===== src/rtl/sram_port_arbiter_if.sv =====
// Bundles the two requester ports and the SRAM pin set of sram_port_arbiter.
// The slave modport is the arbiter's view; master is the requesters/SRAM side.
interface sram_port_arbiter_if #(
   parameter int AW = 12,
   parameter int DW = 32
);
   logic              M0_REQ;
   logic [AW-1:0]     M0_ADDR;
   logic              M0_WE;
   logic [DW/8-1:0]   M0_BE;
   logic [DW-1:0]     M0_WDATA;
   logic              M0_GNT;
   logic              M0_RVALID;

   logic              M1_REQ;
   logic [AW-1:0]     M1_ADDR;
   logic              M1_WE;
   logic [DW/8-1:0]   M1_BE;
   logic [DW-1:0]     M1_WDATA;
   logic              M1_GNT;
   logic              M1_RVALID;

   logic [DW-1:0]     RDATA;

   logic              SRAM_CSN;
   logic [AW-1:0]     SRAM_ADDR;
   logic              SRAM_WE;
   logic [DW/8-1:0]   SRAM_BE;
   logic [DW-1:0]     SRAM_DI;
   logic [DW-1:0]     SRAM_DO;

   modport slave (
      input  M0_REQ, M0_ADDR, M0_WE, M0_BE, M0_WDATA,
      input  M1_REQ, M1_ADDR, M1_WE, M1_BE, M1_WDATA,
      input  SRAM_DO,
      output M0_GNT, M0_RVALID, M1_GNT, M1_RVALID, RDATA,
      output SRAM_CSN, SRAM_ADDR, SRAM_WE, SRAM_BE, SRAM_DI
   );

   modport master (
      output M0_REQ, M0_ADDR, M0_WE, M0_BE, M0_WDATA,
      output M1_REQ, M1_ADDR, M1_WE, M1_BE, M1_WDATA,
      output SRAM_DO,
      input  M0_GNT, M0_RVALID, M1_GNT, M1_RVALID, RDATA,
      input  SRAM_CSN, SRAM_ADDR, SRAM_WE, SRAM_BE, SRAM_DI
   );
endinterface


===== src/rtl/sram_port_arbiter.sv =====
// Two-requester arbiter for one SRAM port: round-robin with a bounded burst
// lock, combinational grant/pin muxing, one-cycle registered read valid.
// Optional macro SRAM_ARB_STATS_EN adds a saturating 16-bit CONFLICT_CNT
// output counting cycles where both requesters are asking.
module sram_port_arbiter #(
   parameter int AW        = 12,
   parameter int DW        = 32,
   parameter int MAX_BURST = 4
) (
   input  logic               CLK,
   input  logic               RESETn,
   sram_port_arbiter_if.slave bus
`ifdef SRAM_ARB_STATS_EN
   ,
   output logic [15:0]        CONFLICT_CNT
`endif
);

   localparam int BW = DW / 8;
   localparam int CW = (MAX_BURST > 1) ? $clog2(MAX_BURST) : 1;
   localparam logic [CW-1:0] BEAT_MAX = CW'(MAX_BURST - 1);

   localparam logic [1:0] OWN_NONE = 2'd0;
   localparam logic [1:0] OWN_M0   = 2'd1;
   localparam logic [1:0] OWN_M1   = 2'd2;

   logic [1:0]    owner;
   logic          last_m1;     // 1 = M1 was granted most recently
   logic [CW-1:0] beat_cnt;
   logic          m0_rvalid;
   logic          m1_rvalid;
   logic          gnt0;
   logic          gnt1;
   logic          lock_hold;

   // Arbitration: burst lock first, then round-robin tie break, then single request.
   always_comb begin
      gnt0      = 1'b0;
      gnt1      = 1'b0;
      lock_hold = (((owner == OWN_M0) && bus.M0_REQ) || ((owner == OWN_M1) && bus.M1_REQ))
                  && (beat_cnt < BEAT_MAX);
      if (lock_hold) begin
         gnt0 = (owner == OWN_M0);
         gnt1 = (owner == OWN_M1);
      end else if (bus.M0_REQ && bus.M1_REQ) begin
         gnt0 = last_m1;
         gnt1 = !last_m1;
      end else begin
         gnt0 = bus.M0_REQ;
         gnt1 = bus.M1_REQ;
      end
   end

   // SRAM pin mux; reads force full byte enables so DO is fully refreshed.
   always_comb begin
      bus.SRAM_CSN  = 1'b1;
      bus.SRAM_ADDR = '0;
      bus.SRAM_WE   = 1'b0;
      bus.SRAM_BE   = '0;
      bus.SRAM_DI   = '0;
      if (gnt0) begin
         bus.SRAM_CSN  = 1'b0;
         bus.SRAM_ADDR = bus.M0_ADDR;
         bus.SRAM_WE   = bus.M0_WE;
         bus.SRAM_BE   = bus.M0_WE ? bus.M0_BE : {BW{1'b1}};
         bus.SRAM_DI   = bus.M0_WDATA;
      end else if (gnt1) begin
         bus.SRAM_CSN  = 1'b0;
         bus.SRAM_ADDR = bus.M1_ADDR;
         bus.SRAM_WE   = bus.M1_WE;
         bus.SRAM_BE   = bus.M1_WE ? bus.M1_BE : {BW{1'b1}};
         bus.SRAM_DI   = bus.M1_WDATA;
      end
   end

   assign bus.M0_GNT    = gnt0;
   assign bus.M1_GNT    = gnt1;
   assign bus.M0_RVALID = m0_rvalid;
   assign bus.M1_RVALID = m1_rvalid;
   assign bus.RDATA     = bus.SRAM_DO;

   // Ownership, round-robin pointer and burst beat counter.
   always_ff @(posedge CLK or negedge RESETn) begin
      if (!RESETn) begin
         owner    <= OWN_NONE;
         last_m1  <= 1'b1;
         beat_cnt <= '0;
      end else if (gnt0 || gnt1) begin
         last_m1 <= gnt1;
         if (owner == (gnt1 ? OWN_M1 : OWN_M0)) begin
            if (beat_cnt != BEAT_MAX) beat_cnt <= beat_cnt + CW'(1);
         end else begin
            owner    <= gnt1 ? OWN_M1 : OWN_M0;
            beat_cnt <= '0;
         end
      end else begin
         owner    <= OWN_NONE;
         beat_cnt <= '0;
      end
   end

   // Read valid follows a read grant by exactly one cycle; writes never return data.
   always_ff @(posedge CLK or negedge RESETn) begin
      if (!RESETn) begin
         m0_rvalid <= 1'b0;
         m1_rvalid <= 1'b0;
      end else begin
         m0_rvalid <= gnt0 && !bus.M0_WE;
         m1_rvalid <= gnt1 && !bus.M1_WE;
      end
   end

`ifdef SRAM_ARB_STATS_EN
   // Saturating count of cycles with both requesters contending.
   always_ff @(posedge CLK or negedge RESETn) begin
      if (!RESETn) begin
         CONFLICT_CNT <= '0;
      end else if (bus.M0_REQ && bus.M1_REQ && (CONFLICT_CNT != 16'hFFFF)) begin
         CONFLICT_CNT <= CONFLICT_CNT + 16'd1;
      end
   end
`endif

endmodule


===== src/flat_wrapper.sv =====
// flat-port wrapper written by rule: the top's interface ports become plain ports
module sram_port_arbiter_flat 
#(
   parameter int AW        = 12,
   parameter int DW        = 32,
   parameter int MAX_BURST = 4
)
  (CLK, RESETn, bus_M0_REQ, bus_M0_ADDR, bus_M0_WE, bus_M0_BE, bus_M0_WDATA, bus_M1_REQ, bus_M1_ADDR, bus_M1_WE, bus_M1_BE, bus_M1_WDATA, bus_SRAM_DO, bus_M0_GNT, bus_M0_RVALID, bus_M1_GNT, bus_M1_RVALID, bus_RDATA, bus_SRAM_CSN, bus_SRAM_ADDR, bus_SRAM_WE, bus_SRAM_BE, bus_SRAM_DI);
  sram_port_arbiter_if #(.AW(AW), .DW(DW)) bus_i ();
  input  logic CLK;
  input  logic RESETn;
  input wire logic [$bits(bus_i.M0_REQ)-1:0] bus_M0_REQ;
  input wire logic [$bits(bus_i.M0_ADDR)-1:0] bus_M0_ADDR;
  input wire logic [$bits(bus_i.M0_WE)-1:0] bus_M0_WE;
  input wire logic [$bits(bus_i.M0_BE)-1:0] bus_M0_BE;
  input wire logic [$bits(bus_i.M0_WDATA)-1:0] bus_M0_WDATA;
  input wire logic [$bits(bus_i.M1_REQ)-1:0] bus_M1_REQ;
  input wire logic [$bits(bus_i.M1_ADDR)-1:0] bus_M1_ADDR;
  input wire logic [$bits(bus_i.M1_WE)-1:0] bus_M1_WE;
  input wire logic [$bits(bus_i.M1_BE)-1:0] bus_M1_BE;
  input wire logic [$bits(bus_i.M1_WDATA)-1:0] bus_M1_WDATA;
  input wire logic [$bits(bus_i.SRAM_DO)-1:0] bus_SRAM_DO;
  output wire logic [$bits(bus_i.M0_GNT)-1:0] bus_M0_GNT;
  output wire logic [$bits(bus_i.M0_RVALID)-1:0] bus_M0_RVALID;
  output wire logic [$bits(bus_i.M1_GNT)-1:0] bus_M1_GNT;
  output wire logic [$bits(bus_i.M1_RVALID)-1:0] bus_M1_RVALID;
  output wire logic [$bits(bus_i.RDATA)-1:0] bus_RDATA;
  output wire logic [$bits(bus_i.SRAM_CSN)-1:0] bus_SRAM_CSN;
  output wire logic [$bits(bus_i.SRAM_ADDR)-1:0] bus_SRAM_ADDR;
  output wire logic [$bits(bus_i.SRAM_WE)-1:0] bus_SRAM_WE;
  output wire logic [$bits(bus_i.SRAM_BE)-1:0] bus_SRAM_BE;
  output wire logic [$bits(bus_i.SRAM_DI)-1:0] bus_SRAM_DI;
  assign bus_i.M0_REQ = bus_M0_REQ;
  assign bus_i.M0_ADDR = bus_M0_ADDR;
  assign bus_i.M0_WE = bus_M0_WE;
  assign bus_i.M0_BE = bus_M0_BE;
  assign bus_i.M0_WDATA = bus_M0_WDATA;
  assign bus_i.M1_REQ = bus_M1_REQ;
  assign bus_i.M1_ADDR = bus_M1_ADDR;
  assign bus_i.M1_WE = bus_M1_WE;
  assign bus_i.M1_BE = bus_M1_BE;
  assign bus_i.M1_WDATA = bus_M1_WDATA;
  assign bus_i.SRAM_DO = bus_SRAM_DO;
  assign bus_M0_GNT = bus_i.M0_GNT;
  assign bus_M0_RVALID = bus_i.M0_RVALID;
  assign bus_M1_GNT = bus_i.M1_GNT;
  assign bus_M1_RVALID = bus_i.M1_RVALID;
  assign bus_RDATA = bus_i.RDATA;
  assign bus_SRAM_CSN = bus_i.SRAM_CSN;
  assign bus_SRAM_ADDR = bus_i.SRAM_ADDR;
  assign bus_SRAM_WE = bus_i.SRAM_WE;
  assign bus_SRAM_BE = bus_i.SRAM_BE;
  assign bus_SRAM_DI = bus_i.SRAM_DI;
  sram_port_arbiter #(.AW(AW), .DW(DW), .MAX_BURST(MAX_BURST)) u_core (.CLK(CLK), .RESETn(RESETn), .bus(bus_i));
endmodule

===== config.mk =====
export PLATFORM = sky130hd
export DESIGN_NAME = sram_port_arbiter_flat
export DESIGN_NICKNAME = d
export VERILOG_FILES = /design/src/rtl/sram_port_arbiter_if.sv /design/src/rtl/sram_port_arbiter.sv /design/src/flat_wrapper.sv
export SDC_FILE = /design/constraint.sdc
export NUM_CORES = 1
export LEC_CHECK = 0
export CORE_AREA = 2 2 85 87
export CTS_CLUSTER_SIZE = 28
export DETAILED_ROUTE_END_ITERATION = 16
export DIE_AREA = 0 0 87 89
export GPL_TIMING_DRIVEN = 0
export PLACE_DENSITY = 0.68
export SLEW_MARGIN = 20
export SYNTH_ARGS = -nofsm -noshare
export SYNTH_HDL_FRONTEND = slang
export SYNTH_SLANG_ARGS = --single-unit

===== constraint.sdc =====
create_clock -name CLK -period 3 [get_ports CLK]
set_input_delay 0.3 -clock CLK [delete_from_list [all_inputs] [get_ports CLK]]
set_output_delay 0.3 -clock CLK [all_outputs]
set_load 0.02 [all_outputs]

==> metrics.md <==
| Metric | Value |
|---|---|
| Leakage | `~1.3 nW` |
| Final HPWL DP | `5.29 mm` |
| Slew @ Worst Pin | `0.385 ns` |
| Fin crit share | `94.4%` |
| Initial drt markers | `12` |
| Clock buffer count from CTS | `3` |
| Clock tree sinks | `7` |
| CP startpoint kind | `flip-flop` |
| H-tree Lvls | `1` |
| Final Cell Area | `0.00318 sq mm` |
| Post-route ant nets | `0` |
| Data arrival time of the critical path | `around 2.5 ns` |
| Drt first pass iters | `4` |
| Placed insts | `between 400 and 500` |
| Area Growth Syn to Fin | `176%` |
| Dpl ws | `-0.0809 ns` |
| Die Wd | `roughly 87 um` |
| Synth async-reset ratio | `100%` |
| Power Dens Cells | `305 mW/mm^2` |
| Vias in the first global route | `approximately 1600` |
| Clk pin slew, worst setup/hold paths | `approximately 0.040 ns` |
| Hold WS | `around 0.34 ns` |
| Final core utilization | `a little under half` |
| Dpl cell area | `approximately 0.0031 sq mm` |
| Largest area contributor in the netlist | `a22o_1` |
| Die ar. | `0.00774 sq mm` |
| RePlAce Congestion | `between 0.6 and 0.7` |
| Setup TNS | `0 ns` |
| Num rows | `30` |
| Most frequent cells after synthesis | `50 x a22o_1, 32 x buf_4, 11 x nand2b_1` |
| Cell Area, Synth | `approximately 0.0012 sq mm` |
| Number of enable flip-flop cells after synthesis | `0` |
| Initial antenna violation count | `0` |
| Yosys cell types | `20` |
| CP Capture Type | `primary output` |
| Fmax | `around 0.35 GHz` |
| Power Total | `just under 1 mW` |
| Post-route insts no fill | `405` |
| Remaining routing DRC violations | `0` |
| Syn nets | `around 270` |
| Die H | `around 89 um` |
| Setup violations, final | `0` |
| RSZ-0062 raised after global routing | `no` |
| Ports | `220` |
| Max-cap violations | `0` |
| Hold WC Path Type | `in2async` |
| Nets | `roughly 460` |
| Initial Utilization | `around 17%` |
| Post-Route WL | `around 6.0 mm` |
| Mapped Cells | `134` |
| Final slew viol count | `0` |
| Post-synthesis sequential area ratio | `around 15%` |
| Number of synthesized register bits | `7` |
| Clock tree buffer depth | `2` |
| Crit Path Category | `reg2out` |
| Worst skew pair latency | `between 0.2 and 0.25 ns` |
| Drt via density | `4.39` |
| Global-route wire length before repair | `8.13 mm` |
| CORE AREA | `between 0.006 and 0.007 sq mm` |
| Setup Buffers After CTS | `0` |
| Root Buffer | `clkbuf_8` |
| Most frequent cell after synthesis | `a22o_1` |
| Antenna cells | `0` |
| Total GRT Usage | `a little over an eighth` |
| Final hold vios | `0` |
| Primary FF master, synth | `dfrtp_1` |
| WL per Instance | `approximately 15 um` |
| Required @ worst endpoint | `2.70 ns` |
| Final Skew | `between 0.001 and 0.0015 ns` |
| Yosys top cell area share | `38.0%` |
| Largest net degree at the start of global routing | `11` |
| Grt total ovfl | `0` |
| Final min period | `roughly 2.8 ns` |
| Share of cells above drive strength 1 | `between 10% and 20%` |
| Top post-synthesis cells by area | `a22o_1 38%, buf_4 21%, dfrtp_1 13%` |
| Critical path fanouts, max | `10` |
| PortBufs | `approximately 190` |
| Status | `completed` |
| Syn avg cell area | `~8.6 sq um` |
| Yosys warns | `0` |
| CTS tree | `done` |
| Fin worst setup slack | `0.167 ns` |
| Detailed-route via count | `between 1500 and 2000` |
| Worst rel slew slack | `around three quarters` |
| Worst VDD drop | `164 uV` |
power breakdown:
group,leakage (nW),switching (mW),internal (mW)
clock network,0.0228,0.0390,0.0918
registers,0.0887,0.00826,0.106
logic,1.22,0.307,0.417
total,1.33,0.354,0.615
cell usage in the layout (no fill, tap or decap):
cell and count:
nor2b_1 1, nor2_1 7, and3_1 2, o21ai_1 1
nand2_1 1, buf_4 32, nand2b_1 11, mux2i_1 2
buf_2 5, nor3_1 1, xor2_1 1, a21oi_1 1
dfstp_2 1, nand3b_1 2, a22o_1 50, nand3_1 1
clkdlybuf4s50_1 187, ha_1 1, clkbuf_8 3, buf_6 6
dfrtp_1 6, o211ai_1 1, clkbuf_1 1, nor2_4 1
layer usage:
layer  wire length, um  global-route usage, %  part of all wire (%)
met5                 0                      0                     0
met4                29                   2.56                  0.48
met3               719                   3.97                    12
met2              3320                   27.1                    55
met1              1960                   13.5                    32
worst max-delay path, cell delays in order (launching register included):
cell,delay [ns]
dfrtp_1,0.38
ha_1,0.27
nand2b_1,0.19
a21oi_1,0.35
nor2_4,0.12
buf_2,0.20
a22o_1,0.22
clkdlybuf4s50_1,0.57
path summary, 6_finish.rpt:
path / end / start / cells after the start / slack, ns
max: bus_SRAM_WE / u_core.beat_cnt[0] / 7 / 0.17
max in group asynchronous: u_core.last_m1 / RESETn / 1 / 2.38
min in group CLK: u_core.last_m1 / u_core.last_m1 / 2 / 0.52
max reg2reg: u_core.last_m1 / u_core.beat_cnt[0] / 6 / 1.29
min: u_core.beat_cnt[0] / RESETn / 1 / 0.34
min reg2reg: u_core.last_m1 / u_core.last_m1 / 2 / 0.52
kinds of logic after synthesis:
family,Yosys count,synth area share (%)
compound gates,53,39.5
xor+xnor,1,0.760
fa+ha+maj,1,1.09
buf+inv,43,28.9
flops,7,15.3
mux,2,1.74
simple gates,27,12.7
registers in the layout, indices dropped and copies added (netlist names):
register	flops
u_core.last_m1	1
u_core.owner	2
u_core.bus.M0_RVALID	1
u_core.bus.M1_RVALID	1
u_core.beat_cnt	2
cell type report:
type,instances,area (sq um)
fillers,657,3540
repair buffers,187,1870
multi-input cells,84,651
plain buffers,43,333
flip-flops and latches,7,176
well taps,80,100
clock buffers,4,45.0
timing repair:
item / 4_1_cts / 5_1_grt
endpoints found under the setup margin: 48 / 10
cloned: 0 / 0
hold buffers: 0 / 0
pin swaps: 0 / 0
gates resized for setup: 1 / 1
(Power assumes the default switching activity.)
